### src/rtl/usr_pkg.sv
// Shared definitions for the usr_seq_shifter slice: mode encodings and control FSM states.
package usr_pkg;

  localparam logic [1:0] MODE_HOLD = 2'b00;
  localparam logic [1:0] MODE_SHR  = 2'b01;
  localparam logic [1:0] MODE_SHL  = 2'b10;
  localparam logic [1:0] MODE_LOAD = 2'b11;

  typedef enum logic {
    IDLE  = 1'b0,
    SHIFT = 1'b1
  } state_e;

endpackage

### src/rtl/usr_seq_shifter_core.sv
// WIDTH-bit register with a per-bit hold/shift-right/shift-left/load next-state mux.
// Insert bits are supplied by the controller so serial and rotate sources stay outside.
module usr_core
  import usr_pkg::*;
#(
  parameter int unsigned WIDTH = 8
) (
  input  logic             clk,
  input  logic             rst_n,
  input  logic [1:0]       mode_i,
  input  logic [WIDTH-1:0] pload_i,
  input  logic             ins_r_i,
  input  logic             ins_l_i,
  output logic [WIDTH-1:0] q_o
);

  logic [WIDTH-1:0] q_q;
  logic [WIDTH-1:0] q_d;

  always_comb begin
    q_d = q_q;
    unique case (mode_i)
      MODE_SHR:  q_d = {ins_r_i, q_q[WIDTH-1:1]};
      MODE_SHL:  q_d = {q_q[WIDTH-2:0], ins_l_i};
      MODE_LOAD: q_d = pload_i;
      default:   q_d = q_q;
    endcase
  end

  always_ff @(posedge clk or negedge rst_n) begin
    if (!rst_n) q_q <= '0;
    else        q_q <= q_d;
  end

  assign q_o = q_q;

endmodule

### src/rtl/usr_seq_shifter.sv
// Universal shift register with command handshake and multi-step shifting.
// Optional feature: define USR_SEQ_ROTATE_EN to add the rot input (rotate instead of serial fill).
module usr_seq_shifter
  import usr_pkg::*;
#(
  parameter  int unsigned WIDTH     = 8,
  parameter  int unsigned MAX_SHIFT = WIDTH,
  localparam int unsigned CNT_W     = $clog2(MAX_SHIFT + 1)
) (
  input  logic             clk,
  input  logic             rst_n,
  input  logic             cmd_valid,
  output logic             cmd_ready,
  input  logic [1:0]       mode,
  input  logic [CNT_W-1:0] shamt,
  input  logic [WIDTH-1:0] pload,
  input  logic             ser_in_r,
  input  logic             ser_in_l,
`ifdef USR_SEQ_ROTATE_EN
  input  logic             rot,
`endif
  output logic [WIDTH-1:0] q,
  output logic             busy,
  output logic             done
);

  state_e           state_q, state_d;
  logic [CNT_W-1:0] cnt_q, cnt_d;
  logic [1:0]       dir_q, dir_d;
  logic             done_q, done_d;
  logic [1:0]       core_mode;
  logic [CNT_W-1:0] shamt_c;
  logic             ins_r, ins_l;

  assign shamt_c = (shamt > CNT_W'(MAX_SHIFT)) ? CNT_W'(MAX_SHIFT) : shamt;

`ifdef USR_SEQ_ROTATE_EN
  logic rot_q, rot_d, rot_eff;
  // rot is taken live on the accept edge, then held from the latched copy.
  assign rot_eff = (state_q == IDLE) ? rot : rot_q;
  assign ins_r   = rot_eff ? q[0]       : ser_in_r;
  assign ins_l   = rot_eff ? q[WIDTH-1] : ser_in_l;
  assign rot_d   = (state_q == IDLE && cmd_valid) ? rot : rot_q;

  always_ff @(posedge clk or negedge rst_n) begin
    if (!rst_n) rot_q <= 1'b0;
    else        rot_q <= rot_d;
  end
`else
  assign ins_r = ser_in_r;
  assign ins_l = ser_in_l;
`endif

  always_comb begin
    state_d   = state_q;
    cnt_d     = cnt_q;
    dir_d     = dir_q;
    done_d    = 1'b0;
    core_mode = MODE_HOLD;
    unique case (state_q)
      IDLE: begin
        if (cmd_valid) begin
          dir_d = mode;
          if (mode == MODE_LOAD) begin
            core_mode = MODE_LOAD;
            done_d    = 1'b1;
          end else if (mode == MODE_HOLD || shamt_c == '0) begin
            done_d = 1'b1;
          end else begin
            // First shift happens on the accept edge; the counter tracks what remains.
            core_mode = mode;
            if (shamt_c == CNT_W'(1)) begin
              done_d = 1'b1;
            end else begin
              state_d = SHIFT;
              cnt_d   = shamt_c - CNT_W'(1);
            end
          end
        end
      end
      SHIFT: begin
        core_mode = dir_q;
        if (cnt_q != '0) cnt_d = cnt_q - CNT_W'(1);
        if (cnt_q <= CNT_W'(1)) begin
          state_d = IDLE;
          done_d  = 1'b1;
        end
      end
      default: state_d = IDLE;
    endcase
  end

  always_ff @(posedge clk or negedge rst_n) begin
    if (!rst_n) begin
      state_q <= IDLE;
      cnt_q   <= '0;
      dir_q   <= MODE_HOLD;
      done_q  <= 1'b0;
    end else begin
      state_q <= state_d;
      cnt_q   <= cnt_d;
      dir_q   <= dir_d;
      done_q  <= done_d;
    end
  end

  assign cmd_ready = (state_q == IDLE);
  assign busy      = (state_q == SHIFT);
  assign done      = done_q;

  usr_core #(
    .WIDTH(WIDTH)
  ) u_core (
    .clk     (clk),
    .rst_n   (rst_n),
    .mode_i  (core_mode),
    .pload_i (pload),
    .ins_r_i (ins_r),
    .ins_l_i (ins_l),
    .q_o     (q)
  );

endmodule

### config.mk
export PLATFORM = sky130hd
export DESIGN_NAME = usr_seq_shifter
export DESIGN_NICKNAME = d
export VERILOG_FILES = /design/src/rtl/usr_pkg.sv /design/src/rtl/usr_seq_shifter_core.sv /design/src/rtl/usr_seq_shifter.sv
export SDC_FILE = /design/constraint.sdc
export NUM_CORES = 1
export LEC_CHECK = 0
export ABC_AREA = 1
export CAP_MARGIN = 40
export CORE_ASPECT_RATIO = 0.9
export CORE_MARGIN = 3
export CORE_UTILIZATION = 43
export CTS_CLUSTER_SIZE = 40
export DETAILED_ROUTE_END_ITERATION = 8
export PLACE_DENSITY_LB_ADDON = 0.15
export SLEW_MARGIN = 20
export SYNTH_ARGS = -nofsm -noshare
export SYNTH_HDL_FRONTEND = slang
export SYNTH_SLANG_ARGS = --single-unit
### constraint.sdc
create_clock -name clk -period 1.2 [get_ports clk]
set_input_delay 0.3 -clock clk [delete_from_list [all_inputs] [get_ports clk]]
set_output_delay 0.3 -clock clk [all_outputs]
set_load 0.01 [all_outputs]
* Yosys cells after proc, flatten, opt, wreduce, memory -nomap -nowiden *
Cells that the tools add are included.

cells by class
  bitwise logic cells = 1
  add/subtract/negate cells = 2
  magnitude comparators = 2
  reductions and logical operators = 7
  eq/ne operators = 10
  multiplexer cells = 24

operators with widths
  kind                 count
  $mux 4               6
  $pmux 8 s3           1
  $mux 1               10
  $ne 2x2->1 const B   4
  $pmux 4 s2           1
  $sub 4x1->4 const B  2
  $eq 2x2->1 const B   3
  $mux 2               3
  $reduce_and 5->1     1
  $eq 4x1->1 const B   1
  $gt 4x4->1 const B   1
  $le 4x1->1 const B   1
  $logic_not 4->1      1
  $pmux 1 s2           2
  $pmux 2 s2           1
  $reduce_bool 4->1    1
  $reduce_bool 3->1    1
  $eq 2x1->1 const B   1
  $logic_not 2->1      1
  $ne 2x1->1 const B   1
  $reduce_and 2->1     1
  $logic_or 1x1->1     1
  $not 1->1            1

word-level totals
  word-level logic and storage cells = 51
  bits in registers = 16

* Logic depth before layout (Yosys ltp) *
  depth in word-level cells = 10
  depth in mapped cells = 12
  gate-level depth less buffers = 12

* By module *
A second synthesis with hierarchy kept.

second synthesis, totals
  cell total of the unflattened synthesis = 154
  area, all modules = 1209.9 um^2

by module, submodules not included
  module           cells each  area an instance (um^2)  seq. area each (um^2)  instances
  usr_seq_shifter  82          605.6                    200.2                  1
  usr_core         72          604.3                    200.2                  1

* Worst setup path before layout *
OpenSTA, ideal clock, no wires.

  kind = input to register
  from = input shamt[0]
  to = register cnt_q[0]
  path slack = -597 ps
  arrival time = 1715 ps
  buffers on the path = 0
  stages on the path = 9
  cell sequence = or2_2 > o21ai_0 > nand2_1 > ha_1 > o21ai_0 > nand3b_1 > nand2_1 > o21ai_0 > o22ai_1

on the way
  longest elaborated chain between the ends = 8

RTL lines
  item                  line                    source
  from (decl)           usr_seq_shifter.sv:15   input logic [CNT_W-1:0] shamt,
  $gt 4x4->1            usr_seq_shifter.sv:35   assign shamt_c = (shamt > CNT_W'(MAX_SHIFT)) ? CNT_W'(MAX_SHIFT) : shamt;
  $mux 4 (*)            usr_seq_shifter.sv:35
  $sub 4x1->4           usr_seq_shifter.sv:76   cnt_d = shamt_c - CNT_W'(1);
  $mux 4                usr_seq_shifter.sv:72   if (shamt_c == CNT_W'(1)) begin
  $mux 4                usr_seq_shifter.sv:67   end else if (mode == MODE_HOLD || shamt_c == '0) begin
  $mux 4                usr_seq_shifter.sv:64   if (mode == MODE_LOAD) begin
  $mux 4                usr_seq_shifter.sv:62   if (cmd_valid) begin
  $pmux 4 s2            usr_seq_shifter.sv:60   unique case (state_q)
  to (signal assigned)  usr_seq_shifter.sv:101  cnt_q <= cnt_d;
  to (decl)             usr_seq_shifter.sv:28   logic [CNT_W-1:0] cnt_q, cnt_d;

Every way passes the cells marked *; elsewhere a longest branch is shown, timed or not. The select of a mux whose other input is x is not followed.
A chain may end at the register's enable or synchronous reset.

* Worst setup path after layout *
Same ends and word-level chain as after synthesis.

==> metrics.txt <==
Ant. Diodes=0; height of the die=55.2 um; share of post-route cells with drive strength above 1=43.3%; Fill cells=192; hold violation count in the final report=0; share of the clock period used by the worst path after layout=129%; register area share after synthesis=34.6%; maximum capacitance violations=0; violated checks=negative setup slack; final setup skew=0.00401 ns; maximum fanout encountered on the critical timing path=7; setup ws final=-0.352 ns; Syn Std Cell Area=0.00116 sq mm; effective utilization at floorplan=46.1%; primary flip-flop cell chosen by synthesis mapping=sky130_fd_sc_hd__dfrtp_1; top-level port count=30; placed cell count=221; pin count of the biggest net entering global routing=17; reg2reg setup slack=-0.28 ns; Hold WS=0.323 ns; depth of the worst register-to-register path=9; Final nets=233; syn_area_per_cell=8.03 sq um; Critical Path Max Stage Delay=0.24 ns; Slew Viols, Final=0; die footprint=0.00335 sq mm; most area-consuming cells after synthesis=sky130_fd_sc_hd__dfrtp_1 (35%), sky130_fd_sc_hd__nand2_1 (16%), sky130_fd_sc_hd__nand3_1 (11%); global-route wire length before repair=5.21 mm; deepest level of the CTS H-tree=1; endpoints failing setup=16; clock latency on the worst-skew pair=0.30 ns; critical path start-end classification=in2reg; type of the worst min-delay path=in2async; kind of cell adding the most delay to the critical path=simple AND/OR/NAND/NOR gates; clock edge transition at the registers on the reported setup and hold paths=0.10 ns; Total GRT Usage=21.3%; post-synthesis cell count=144; number of vias after detailed routing=1233; core area=0.00251 sq mm; end of the worst register-to-register path=u_core.q_o[5]$_DFFE_PN0P_; #FFs+latches synth=16; post-synthesis net count=168; count of distinct cell types in the synthesized netlist=26; cell chain of the critical path=buf_6, or2_4, o21ai_2, nand2_2, ha_4, o21ai_2, nand3b_1, nand2_2, o21ai_1, o22ai_1; slew of the pin with the lowest slew margin=0.269 ns; signed area change from the synthesized netlist to the final layout=59.0%; worst reg2reg startpoint=busy$_DFF_PN0_; status=finished, violations left; count of input and output buffers=29; final instance area=0.00184 sq mm; number of cell rows=17; maximum ir drop on the vdd rail=1160 uV; post-layout minimum cycle time=1.55 ns; required time of the critical path=1.42 ns; number of standard cells in the final layout excluding fillers=236; TritonCTS clock tree=built; number of routed nets with antenna violations=0; total gr overflow=0; initial antenna violation count=0; number of optimization iterations in the first detailed-route pass=4; nature of the critical path startpoint=primary input; final routed DRC violation total=0; Max Clk Rate=644 MHz; DR vias/cell=5.22; dpl cell area=0.00166 sq mm; overall power after layout=4.09 mW; cell type with the largest total area after synthesis=sky130_fd_sc_hd__dfrtp_1; Leak Pwr=0.917 nW; most common library cells after synthesis=sky130_fd_sc_hd__nand2_1 (50), sky130_fd_sc_hd__nand3_1 (25), sky130_fd_sc_hd__dfrtp_1 (16); arrival time of the worst setup path=1.77 ns; aggregate negative setup slack=-4.19 ns; cell with the largest stage delay on the worst path=sky130_fd_sc_hd__or2_4; post-detailed-routing wire length=3.47 mm; kind of end point of the critical path=flip-flop; Clock Root Buffer=sky130_fd_sc_hd__clkbuf_4; Die X=60.7 um; library cell with the highest instance count after synthesis=sky130_fd_sc_hd__nand2_1; area fraction of the dominant cell type after synthesis=34.6%; number of enable flip-flop cells after synthesis=0; Final GP Congestion=0.831; Rel. slew slack=82.0%; number of global-route vias before repair=1142; number of DRC markers in iteration 0=45; power density relative to cell area=2230 mW/mm^2; RSZ-0062 raised after global routing=true; WL/cell=14.7 um; sum of buffers and inverters on the critical path=1; half-perimeter wire length after detailed placement=2.32 mm; total of warnings raised by yosys=0; share of flip-flops with an asynchronous set or reset after synthesis=100%; number of hold-repair buffers added at the cts stage=0; buffer levels on the longest clock path=2; number of buffers created by CTS=3; # clock sinks=16
power by group:
| part | switching [mW] | internal [mW] | leakage [nW] |
|---|---|---|---|
| sequential | 0.146 | 0.780 | 0.200 |
| clock | 0.185 | 0.185 | 0.0210 |
| combinational | 1.53 | 1.27 | 0.696 |
placed cells by master, fill, tap and decap left out, types with 3 or more instances in the layout:
cell type and instances:
sky130_fd_sc_hd__ha_1 3, sky130_fd_sc_hd__inv_2 3, sky130_fd_sc_hd__nand3_2 8, sky130_fd_sc_hd__dfrtp_1 15, sky130_fd_sc_hd__clkbuf_4 3, sky130_fd_sc_hd__xor2_1 4
sky130_fd_sc_hd__nor2_1 3, sky130_fd_sc_hd__inv_1 5, sky130_fd_sc_hd__buf_4 24, sky130_fd_sc_hd__nand2_4 5, sky130_fd_sc_hd__nand2_2 10, sky130_fd_sc_hd__nand3_1 20
sky130_fd_sc_hd__nand2_1 39, sky130_fd_sc_hd__o21ai_1 3, sky130_fd_sc_hd__buf_6 8, sky130_fd_sc_hd__nor2_4 4, sky130_fd_sc_hd__o21ai_0 4, sky130_fd_sc_hd__clkdlybuf4s50_1 13
sky130_fd_sc_hd__buf_2 8
what timing repair did:
action | in CTS | in global routing
endpoints found under the setup margin | 25 | 17
hold endpoints to repair | 0 | 0
pin swaps | 13 | 12
cloned | 2 | 1
buffers inserted | 6 | 2
gates resized for setup | 81 | 12
sequential cells by signal, indices dropped and copies added (netlist names):
register	flops
busy	1
cnt_q	4
dir_q	2
done	1
u_core.q_o	8
per-stage QoR:
step,utilization [%],worst slack [ns]
after floorplan,-,-0.418
after global placement,66.2,-0.940
after detailed placement,66.2,-1.02
after CTS,71.0,-0.299
after global routing,73.2,-0.429
final,73.2,-0.352
worst max-delay path by stage:
| stage | startpoint | end | slack [ns] | cells past startpoint |
|---|---|---|---|---|
| after floorplan | shamt[0] | u_core.q_o[0]$_DFFE_PN0P_ | -0.42 | 12 |
| after global placement | shamt[0] | u_core.q_o[5]$_DFFE_PN0P_ | -0.94 | 13 |
| after detailed placement | shamt[0] | cnt_q[0]$_DFFE_PN0P_ | -1.02 | 10 |
| after CTS | shamt[1] | cnt_q[0]$_DFFE_PN0P_ | -0.30 | 10 |
| after global routing | shamt[3] | u_core.q_o[3]$_DFFE_PN0P_ | -0.43 | 11 |
| final | shamt[0] | cnt_q[0]$_DFFE_PN0P_ | -0.35 | 10 |
per-layer routing:
layer  part of all wire (%)  GRT usage, %
met1                     42          25.6
met2                     53          37.2
met3                    4.0          5.57
met4                   0.75          6.86
met5                      0             0
final cells by class:
cell class              count  area (sq um)  share of cell area, %
multi-input cells         118           795                   43.2
inverters                  11          56.3                   3.06
clock buffers               4          36.3                   1.97
flip-flops and latches     16           402                   21.9
repair buffers             59           514                   28.0
well taps                  28          35.0                   1.91
logic make-up (layout without fill, tap and decap cells):
kind of cell	count (synthesis)	count (layout)	synth area share, %
AND/OR/NAND/NOR	92	95	42.0
flip-flops	16	16	34.6
AO/OA/AOI/OAI	14	14	7.79
buffers and inverters	13	74	7.14
adder cells (fa/ha/maj)	5	5	5.41
XOR/XNOR	4	4	3.03
Power figures use the tool's default switching activity.
